### config.mk
export PLATFORM = sky130hd
export DESIGN_NAME = framebuffer_arbiter_flat
export DESIGN_NICKNAME = d
export VERILOG_FILES = /design/src/rtl/framebuffer_arbiter_if.sv /design/src/rtl/framebuffer_arbiter.sv /design/src/flat_wrapper.sv
export SDC_FILE = /design/constraint.sdc
export NUM_CORES = 1
export LEC_CHECK = 0
export CAP_MARGIN = 20
export CORE_ASPECT_RATIO = 1.25
export CORE_MARGIN = 3
export CORE_UTILIZATION = 53
export CTS_CLUSTER_SIZE = 10
export DETAILED_ROUTE_END_ITERATION = 8
export GPL_TIMING_DRIVEN = 0
export PLACE_DENSITY = 0.89
export RECOVER_POWER = 25
export SETUP_SLACK_MARGIN = 0.3
export SLEW_MARGIN = 25
export SYNTH_ARGS = -nofsm -noshare
export SYNTH_HDL_FRONTEND = slang
export SYNTH_SLANG_ARGS = --single-unit
### constraint.sdc
create_clock -name i_clk -period 5.1 [get_ports i_clk]
set_input_delay 1.02 -clock i_clk [delete_from_list [all_inputs] [get_ports i_clk]]
set_output_delay 1.02 -clock i_clk [all_outputs]
set_load 0.01 [all_outputs]
### src/rtl/framebuffer_arbiter_if.sv
// Bundle of writer, reader, swap-control and RAM signals around the frame-buffer arbiter.
// The arbiter uses the slave modport; the surrounding system drives the master side.
interface framebuffer_arbiter_if #(
    parameter int AddrWidth = 13,
    parameter int DataWidth = 16
);
    logic                 wr_valid;
    logic                 wr_ready;
    logic [AddrWidth-1:0] wr_addr;
    logic [DataWidth-1:0] wr_data;
    logic                 swap_req;
    logic                 swap_pending;
    logic                 front_bank;
    logic                 frame_begin;
    logic                 rd_req;
    logic [AddrWidth-1:0] rd_addr;
    logic                 rd_valid;
    logic [DataWidth-1:0] rd_data;
    logic [AddrWidth:0]   mem_addr;
    logic                 mem_we;
    logic [DataWidth-1:0] mem_wdata;
    logic [DataWidth-1:0] mem_rdata;

    modport slave (
        input  wr_valid, wr_addr, wr_data, swap_req, frame_begin, rd_req, rd_addr, mem_rdata,
        output wr_ready, swap_pending, front_bank, rd_valid, rd_data, mem_addr, mem_we, mem_wdata
    );

    modport master (
        output wr_valid, wr_addr, wr_data, swap_req, frame_begin, rd_req, rd_addr, mem_rdata,
        input  wr_ready, swap_pending, front_bank, rd_valid, rd_data, mem_addr, mem_we, mem_wdata
    );
endinterface

### src/rtl/framebuffer_arbiter.sv
// Single-port pixel RAM controller: double-buffered banks, read-priority arbitration,
// small write FIFO and frame-aligned bank swapping.
module framebuffer_arbiter #(
    parameter int AddrWidth = 13,
    parameter int DataWidth = 16,
    parameter int FifoDepth = 4
) (
    input  logic                 i_clk,
    input  logic                 i_resetn,
    framebuffer_arbiter_if.slave bus
);
    localparam int IdxW = (FifoDepth > 1) ? $clog2(FifoDepth) : 1;
    localparam int PtrW = IdxW + 1;

    typedef enum logic [0:0] {
        SW_IDLE = 1'b0,
        SW_PEND = 1'b1
    } swap_state_e;

    swap_state_e          r_swap_state;
    swap_state_e          w_swap_next;
    logic                 r_front_bank;
    logic                 w_front_next;

    logic                 r_fifo_bank [FifoDepth];
    logic [AddrWidth-1:0] r_fifo_addr [FifoDepth];
    logic [DataWidth-1:0] r_fifo_data [FifoDepth];
    logic [PtrW-1:0]      r_wr_ptr;
    logic [PtrW-1:0]      r_rd_ptr;
    logic [PtrW-1:0]      w_count;
    logic [IdxW-1:0]      w_head_idx;
    logic [IdxW-1:0]      w_tail_idx;
    logic                 w_full;
    logic                 w_empty;
    logic                 w_wr_ready;
    logic                 w_push;
    logic                 w_pop;

    logic [AddrWidth:0]   r_mem_addr_p0;
    logic                 r_mem_we_p0;
    logic [DataWidth-1:0] r_mem_wdata_p0;
    logic                 r_rd_vld_p0;
    logic                 r_rd_vld_p1;
    logic                 r_rd_vld_p2;
    logic [DataWidth-1:0] r_rd_data_p2;

    // Pointers carry one extra wrap bit so full and empty are distinguishable.
    assign w_count    = r_wr_ptr - r_rd_ptr;
    assign w_full     = (w_count == PtrW'(FifoDepth));
    assign w_empty    = (w_count == '0);
    assign w_head_idx = r_rd_ptr[IdxW-1:0];
    assign w_tail_idx = r_wr_ptr[IdxW-1:0];
    assign w_wr_ready = !w_full && (r_swap_state == SW_IDLE);
    assign w_push     = bus.wr_valid && w_wr_ready;
    assign w_pop      = !bus.rd_req && !w_empty;

    always_comb begin
        w_swap_next  = r_swap_state;
        w_front_next = r_front_bank;
        case (r_swap_state)
            SW_IDLE: begin
                if (bus.swap_req) begin
                    w_swap_next = SW_PEND;
                end
            end
            SW_PEND: begin
                if (bus.frame_begin && w_empty) begin
                    w_swap_next  = SW_IDLE;
                    w_front_next = ~r_front_bank;
                end
            end
            default: w_swap_next = SW_IDLE;
        endcase
    end

    always_ff @(posedge i_clk or negedge i_resetn) begin
        if (!i_resetn) begin
            r_swap_state <= SW_IDLE;
            r_front_bank <= 1'b0;
        end else begin
            r_swap_state <= w_swap_next;
            r_front_bank <= w_front_next;
        end
    end

    always_ff @(posedge i_clk or negedge i_resetn) begin
        if (!i_resetn) begin
            r_wr_ptr <= '0;
            r_rd_ptr <= '0;
        end else begin
            if (w_push) begin
                r_wr_ptr <= r_wr_ptr + PtrW'(1);
            end
            if (w_pop) begin
                r_rd_ptr <= r_rd_ptr + PtrW'(1);
            end
        end
    end

    // Entries are tagged with the back bank at accept time.
    always_ff @(posedge i_clk) begin
        if (w_push) begin
            r_fifo_bank[w_tail_idx] <= ~r_front_bank;
            r_fifo_addr[w_tail_idx] <= bus.wr_addr;
            r_fifo_data[w_tail_idx] <= bus.wr_data;
        end
    end

    // Stage p0: arbitration result registered onto the RAM port.
    always_ff @(posedge i_clk or negedge i_resetn) begin
        if (!i_resetn) begin
            r_mem_addr_p0  <= '0;
            r_mem_we_p0    <= 1'b0;
            r_mem_wdata_p0 <= '0;
        end else if (bus.rd_req) begin
            r_mem_addr_p0  <= {r_front_bank, bus.rd_addr};
            r_mem_we_p0    <= 1'b0;
        end else if (w_pop) begin
            r_mem_addr_p0  <= {r_fifo_bank[w_head_idx], r_fifo_addr[w_head_idx]};
            r_mem_we_p0    <= 1'b1;
            r_mem_wdata_p0 <= r_fifo_data[w_head_idx];
        end else begin
            r_mem_we_p0    <= 1'b0;
        end
    end

    // Stages p0..p2: read tag follows the address, the RAM cycle, then the capture.
    always_ff @(posedge i_clk or negedge i_resetn) begin
        if (!i_resetn) begin
            r_rd_vld_p0  <= 1'b0;
            r_rd_vld_p1  <= 1'b0;
            r_rd_vld_p2  <= 1'b0;
            r_rd_data_p2 <= '0;
        end else begin
            r_rd_vld_p0 <= bus.rd_req;
            r_rd_vld_p1 <= r_rd_vld_p0;
            r_rd_vld_p2 <= r_rd_vld_p1;
            if (r_rd_vld_p1) begin
                r_rd_data_p2 <= bus.mem_rdata;
            end
        end
    end

    assign bus.wr_ready     = w_wr_ready;
    assign bus.swap_pending = (r_swap_state == SW_PEND);
    assign bus.front_bank   = r_front_bank;
    assign bus.mem_addr     = r_mem_addr_p0;
    assign bus.mem_we       = r_mem_we_p0;
    assign bus.mem_wdata    = r_mem_wdata_p0;
    assign bus.rd_valid     = r_rd_vld_p2;
    assign bus.rd_data      = r_rd_data_p2;
endmodule

### src/flat_wrapper.sv
// flat-port wrapper written by rule: the top's interface ports become plain ports
module framebuffer_arbiter_flat 
#(
    parameter int AddrWidth = 13,
    parameter int DataWidth = 16,
    parameter int FifoDepth = 4
)
  (i_clk, i_resetn, bus_wr_valid, bus_wr_addr, bus_wr_data, bus_swap_req, bus_frame_begin, bus_rd_req, bus_rd_addr, bus_mem_rdata, bus_wr_ready, bus_swap_pending, bus_front_bank, bus_rd_valid, bus_rd_data, bus_mem_addr, bus_mem_we, bus_mem_wdata);
  framebuffer_arbiter_if #(.AddrWidth(AddrWidth), .DataWidth(DataWidth)) bus_i ();
  input  logic i_clk;
  input  logic i_resetn;
  input wire logic [$bits(bus_i.wr_valid)-1:0] bus_wr_valid;
  input wire logic [$bits(bus_i.wr_addr)-1:0] bus_wr_addr;
  input wire logic [$bits(bus_i.wr_data)-1:0] bus_wr_data;
  input wire logic [$bits(bus_i.swap_req)-1:0] bus_swap_req;
  input wire logic [$bits(bus_i.frame_begin)-1:0] bus_frame_begin;
  input wire logic [$bits(bus_i.rd_req)-1:0] bus_rd_req;
  input wire logic [$bits(bus_i.rd_addr)-1:0] bus_rd_addr;
  input wire logic [$bits(bus_i.mem_rdata)-1:0] bus_mem_rdata;
  output wire logic [$bits(bus_i.wr_ready)-1:0] bus_wr_ready;
  output wire logic [$bits(bus_i.swap_pending)-1:0] bus_swap_pending;
  output wire logic [$bits(bus_i.front_bank)-1:0] bus_front_bank;
  output wire logic [$bits(bus_i.rd_valid)-1:0] bus_rd_valid;
  output wire logic [$bits(bus_i.rd_data)-1:0] bus_rd_data;
  output wire logic [$bits(bus_i.mem_addr)-1:0] bus_mem_addr;
  output wire logic [$bits(bus_i.mem_we)-1:0] bus_mem_we;
  output wire logic [$bits(bus_i.mem_wdata)-1:0] bus_mem_wdata;
  assign bus_i.wr_valid = bus_wr_valid;
  assign bus_i.wr_addr = bus_wr_addr;
  assign bus_i.wr_data = bus_wr_data;
  assign bus_i.swap_req = bus_swap_req;
  assign bus_i.frame_begin = bus_frame_begin;
  assign bus_i.rd_req = bus_rd_req;
  assign bus_i.rd_addr = bus_rd_addr;
  assign bus_i.mem_rdata = bus_mem_rdata;
  assign bus_wr_ready = bus_i.wr_ready;
  assign bus_swap_pending = bus_i.swap_pending;
  assign bus_front_bank = bus_i.front_bank;
  assign bus_rd_valid = bus_i.rd_valid;
  assign bus_rd_data = bus_i.rd_data;
  assign bus_mem_addr = bus_i.mem_addr;
  assign bus_mem_we = bus_i.mem_we;
  assign bus_mem_wdata = bus_i.mem_wdata;
  framebuffer_arbiter #(.AddrWidth(AddrWidth), .DataWidth(DataWidth), .FifoDepth(FifoDepth)) u_core (.i_clk(i_clk), .i_resetn(i_resetn), .bus(bus_i));
endmodule
==> results.toml <==
[setup_path]
path_cells = "clkbuf_2 -> inv_1 -> ha_1 -> and2_1 -> clkbuf_1 -> clkbuf_1 -> a21oi_1 -> clkdlybuf4s50_1"
critPathMaxFanout = 10
critPathLaunchType = "register"
slowest_stage = "dfrtp_1"
cp_data_arrival_time_ps = 3350
cp-end-kind = "primary output"
critPathMaxStageDelay_ps = 510
path_common_cell = "clkbuf_1"
required_ps = 4080
path_class = "reg2out"

[floorplanning]
die_x_um = 107
core_um2 = 12400
ios = 115
die_h_um = 133
die_area_um2 = 14300
rows = 45
initial_core_util = 0.551

[yosys]
async_flop_share = 0.326
yosysTopAreaCell = "edfxtp_1"
syn_area_um2 = 6820
synth_nets = 420
netlist.area_leader.share = 0.528
yosysSeqAreaShare = 0.741
synth_cell_type_count = 26
synth_edf_count = 120
synthTopCellsByCount = "edfxtp_1 (120), dfrtp_1 (58), mux4_2 (30)"
yosysMostFrequentCell = "edfxtp_1"
yosys_warnings = 0
synth_top_flop_cell = "edfxtp_1"
synth.avg_cell_area_um2 = 19.5
synth_area_leaders = "edfxtp_1 (53%), dfrtp_1 (21%), mux4_2 (9.9%), mux2_2 (4.3%), mux2_4 (1.8%)"
ys_seq_elements = 178
syn_inst = 349

[run_status]
status = "complete, but fails checks"
violations = "max-capacitance violations, max-slew violations"

[global_route]
antenna_found_initial = 0
grt-ovfl-total = 0
grt_pass1_vias = 4092
grt_pass1_wl_mm = 23.1
gr-usage-all-layers = 0.217
grt_max_degree = 45

[route]
first_iter_violations = 250
drt_wl_total_mm = 14.6
vias = 3750
route.detailed.drc = 0
avgRoutedWirePerCell_um = 21.9
avgViaCountPerCell = 5.64
ant_nets = 0
dr.pass1.iters = 6

[layout]
drive_gt1_frac = 0.226
antenna_cells = 0
fin_nets = 559
nFillCells = 734
final_core_util = 0.721
area.growth.synth_to_final_pct = 31.0
fin_area_um2 = 8930
final_cells = 665

[clocking]
cts_sinks = 178
clk_pin_slew_worst_paths_ps = 70
cts_hold_buf = 0
cts_tree = "built"
clockBufferDepth = 2
cts_root_buffer = "clkbuf_16"
htree_levels = 4
worstSkewPairLatency_ps = 420
cts_buffers = 17

[place]
place_congestion = 0.793
portBuffers = 114
dp_hpwl_mm = 9.71
dp_cells = 633
place_area_um2 = 8320

[sta]
finalSetupViolCount = 0
whs_ps = 357
skew_ps = 9.23
period_share = 0.856
hold_viol = 0
finalSetupTns_ps = 0
max_clock_freq_mhz = 229
drv_slew = 45
rsz0062_at_grt = "false"
tightest_slew_ps = 2350
timing.final.crit_period_ps = 4370
timing.slew.headroom = -0.567

[power]
max-vdd-ir-drop_uv = 401
cellPowerDensity_nw_per_um2 = 557
power_leakage_nw = 3.19

[flow_run]
cap_violations = 1

[worst_hold_path]
hp-class = "reg2reg"
==> through the flow <==
step | setup slack, ps | total power, mW
2_1_floorplan | 748 | 2.91
3_3_place_gp | -1260 | 3.49
3_5_place_dp | 1030 | 3.61
4_1_cts | 489 | 5.02
5_1_grt | 507 | 5.21
6_report | 733 | 4.98
==> power breakdown <==
group	total [mW]	internal, mW	leakage (nW)	switching (mW)
Combinational	1.68	0.841	1.12	0.840
Sequential	1.93	1.78	1.75	0.152
Clock	1.37	0.834	0.318	0.535
==> kinds of logic (layout without fill, tap and decap cells) <==
family	Yosys count	in the layout	synth area share
AO/OA/AOI/OAI	48	48	0.0405
XOR/XNOR	8	8	0.0125
adder cells (fa/ha/maj)	7	7	0.0128
buffers and inverters	22	174	0.0139
flip-flops	178	178	0.741
multiplexers	64	64	0.160
AND/OR/NAND/NOR	22	22	0.0198
==> worst max-delay path, delay by kind of cell (launching register included) <==
kind                       cells  cell delay [ps]
AOI/OAI and AO/OA              1              140
adders and majority gates      1              310
buffers and inverters          5             1840
DFF                            1              510
and+or+nand+nor                1              130
==> repair_timing <==
action / CTS / global route
endpoints found under the hold margin: 0 / 0
resized for setup: 0 / 2
endpoints found under the setup margin: 0 / 1
setup buffers: 0 / 0
==> worst paths after layout <==
path	from	end	slack, ps	cells past startpoint
worst max-delay path	u_core.r_rd_ptr[1]	bus_wr_ready	730	8
worst min register to register	u_core.r_rd_vld_p0	u_core.r_rd_vld_p1	360	0
min in group asynchronous	i_resetn	u_core.bus.mem_wdata[9]	720	1
worst min-delay path	u_core.r_rd_vld_p0	u_core.r_rd_vld_p1	360	0
max in group asynchronous	i_resetn	u_core.bus.mem_addr[13]	1660	2
worst max register to register	u_core.r_rd_ptr[1]	u_core.r_fifo_addr[1][7]	1870	8
==> metal layers <==
layer  global-route usage  share of wire
met5                    0              0
met4               0.0793          0.022
met3               0.0488          0.050
met2                0.367           0.53
met1                0.274           0.40
==> placed cells by master, fill, tap and decap left out, drive strengths merged <==
cell / n
o21a: 1
nor2b: 15
xnor2: 5
clkinv: 3
inv: 9
nand2b: 1
a211oi: 1
a22oi: 1
mux4: 30
ha: 7
o21ai: 15
xor2: 3
bufinv: 2
edfxtp: 120
dfrtp: 58
clkbuf: 37
and2: 4
dlygate4sd3: 11
clkdlybuf4s50: 102
nand4: 1
a21oi: 16
mux2: 34
nand2: 1
buf: 10
a31oi: 14
==> state kept, by name, summed over array words and instances (netlist names) <==
register	count
u_core.r_fifo_addr	52
u_core.bus.mem_we	1
u_core.r_fifo_bank	4
u_core.bus.swap_pending	1
u_core.r_rd_vld_p1	1
u_core.bus.rd_valid	1
u_core.bus.mem_wdata	16
u_core.r_rd_ptr	3
u_core.r_fifo_data	64
u_core.bus.front_bank	1
u_core.r_rd_vld_p0	1
u_core.bus.mem_addr	14
u_core.r_wr_ptr	3
u_core.bus.rd_data	16
==> final cells by class <==
class / instances / area, um2 / area share
clock inverter: 9 / 113 / 0.0126
tap: 164 / 205 / 0.0230
sequential: 178 / 5050 / 0.566
buffer: 17 / 77.6 / 0.00868
inverter: 5 / 18.8 / 0.00210
timing repair buffer: 120 / 1250 / 0.140
multi-input combinational: 149 / 1690 / 0.189
clock buffer: 23 / 526 / 0.0588
Note: power is estimated with default switching activity, not from simulation.
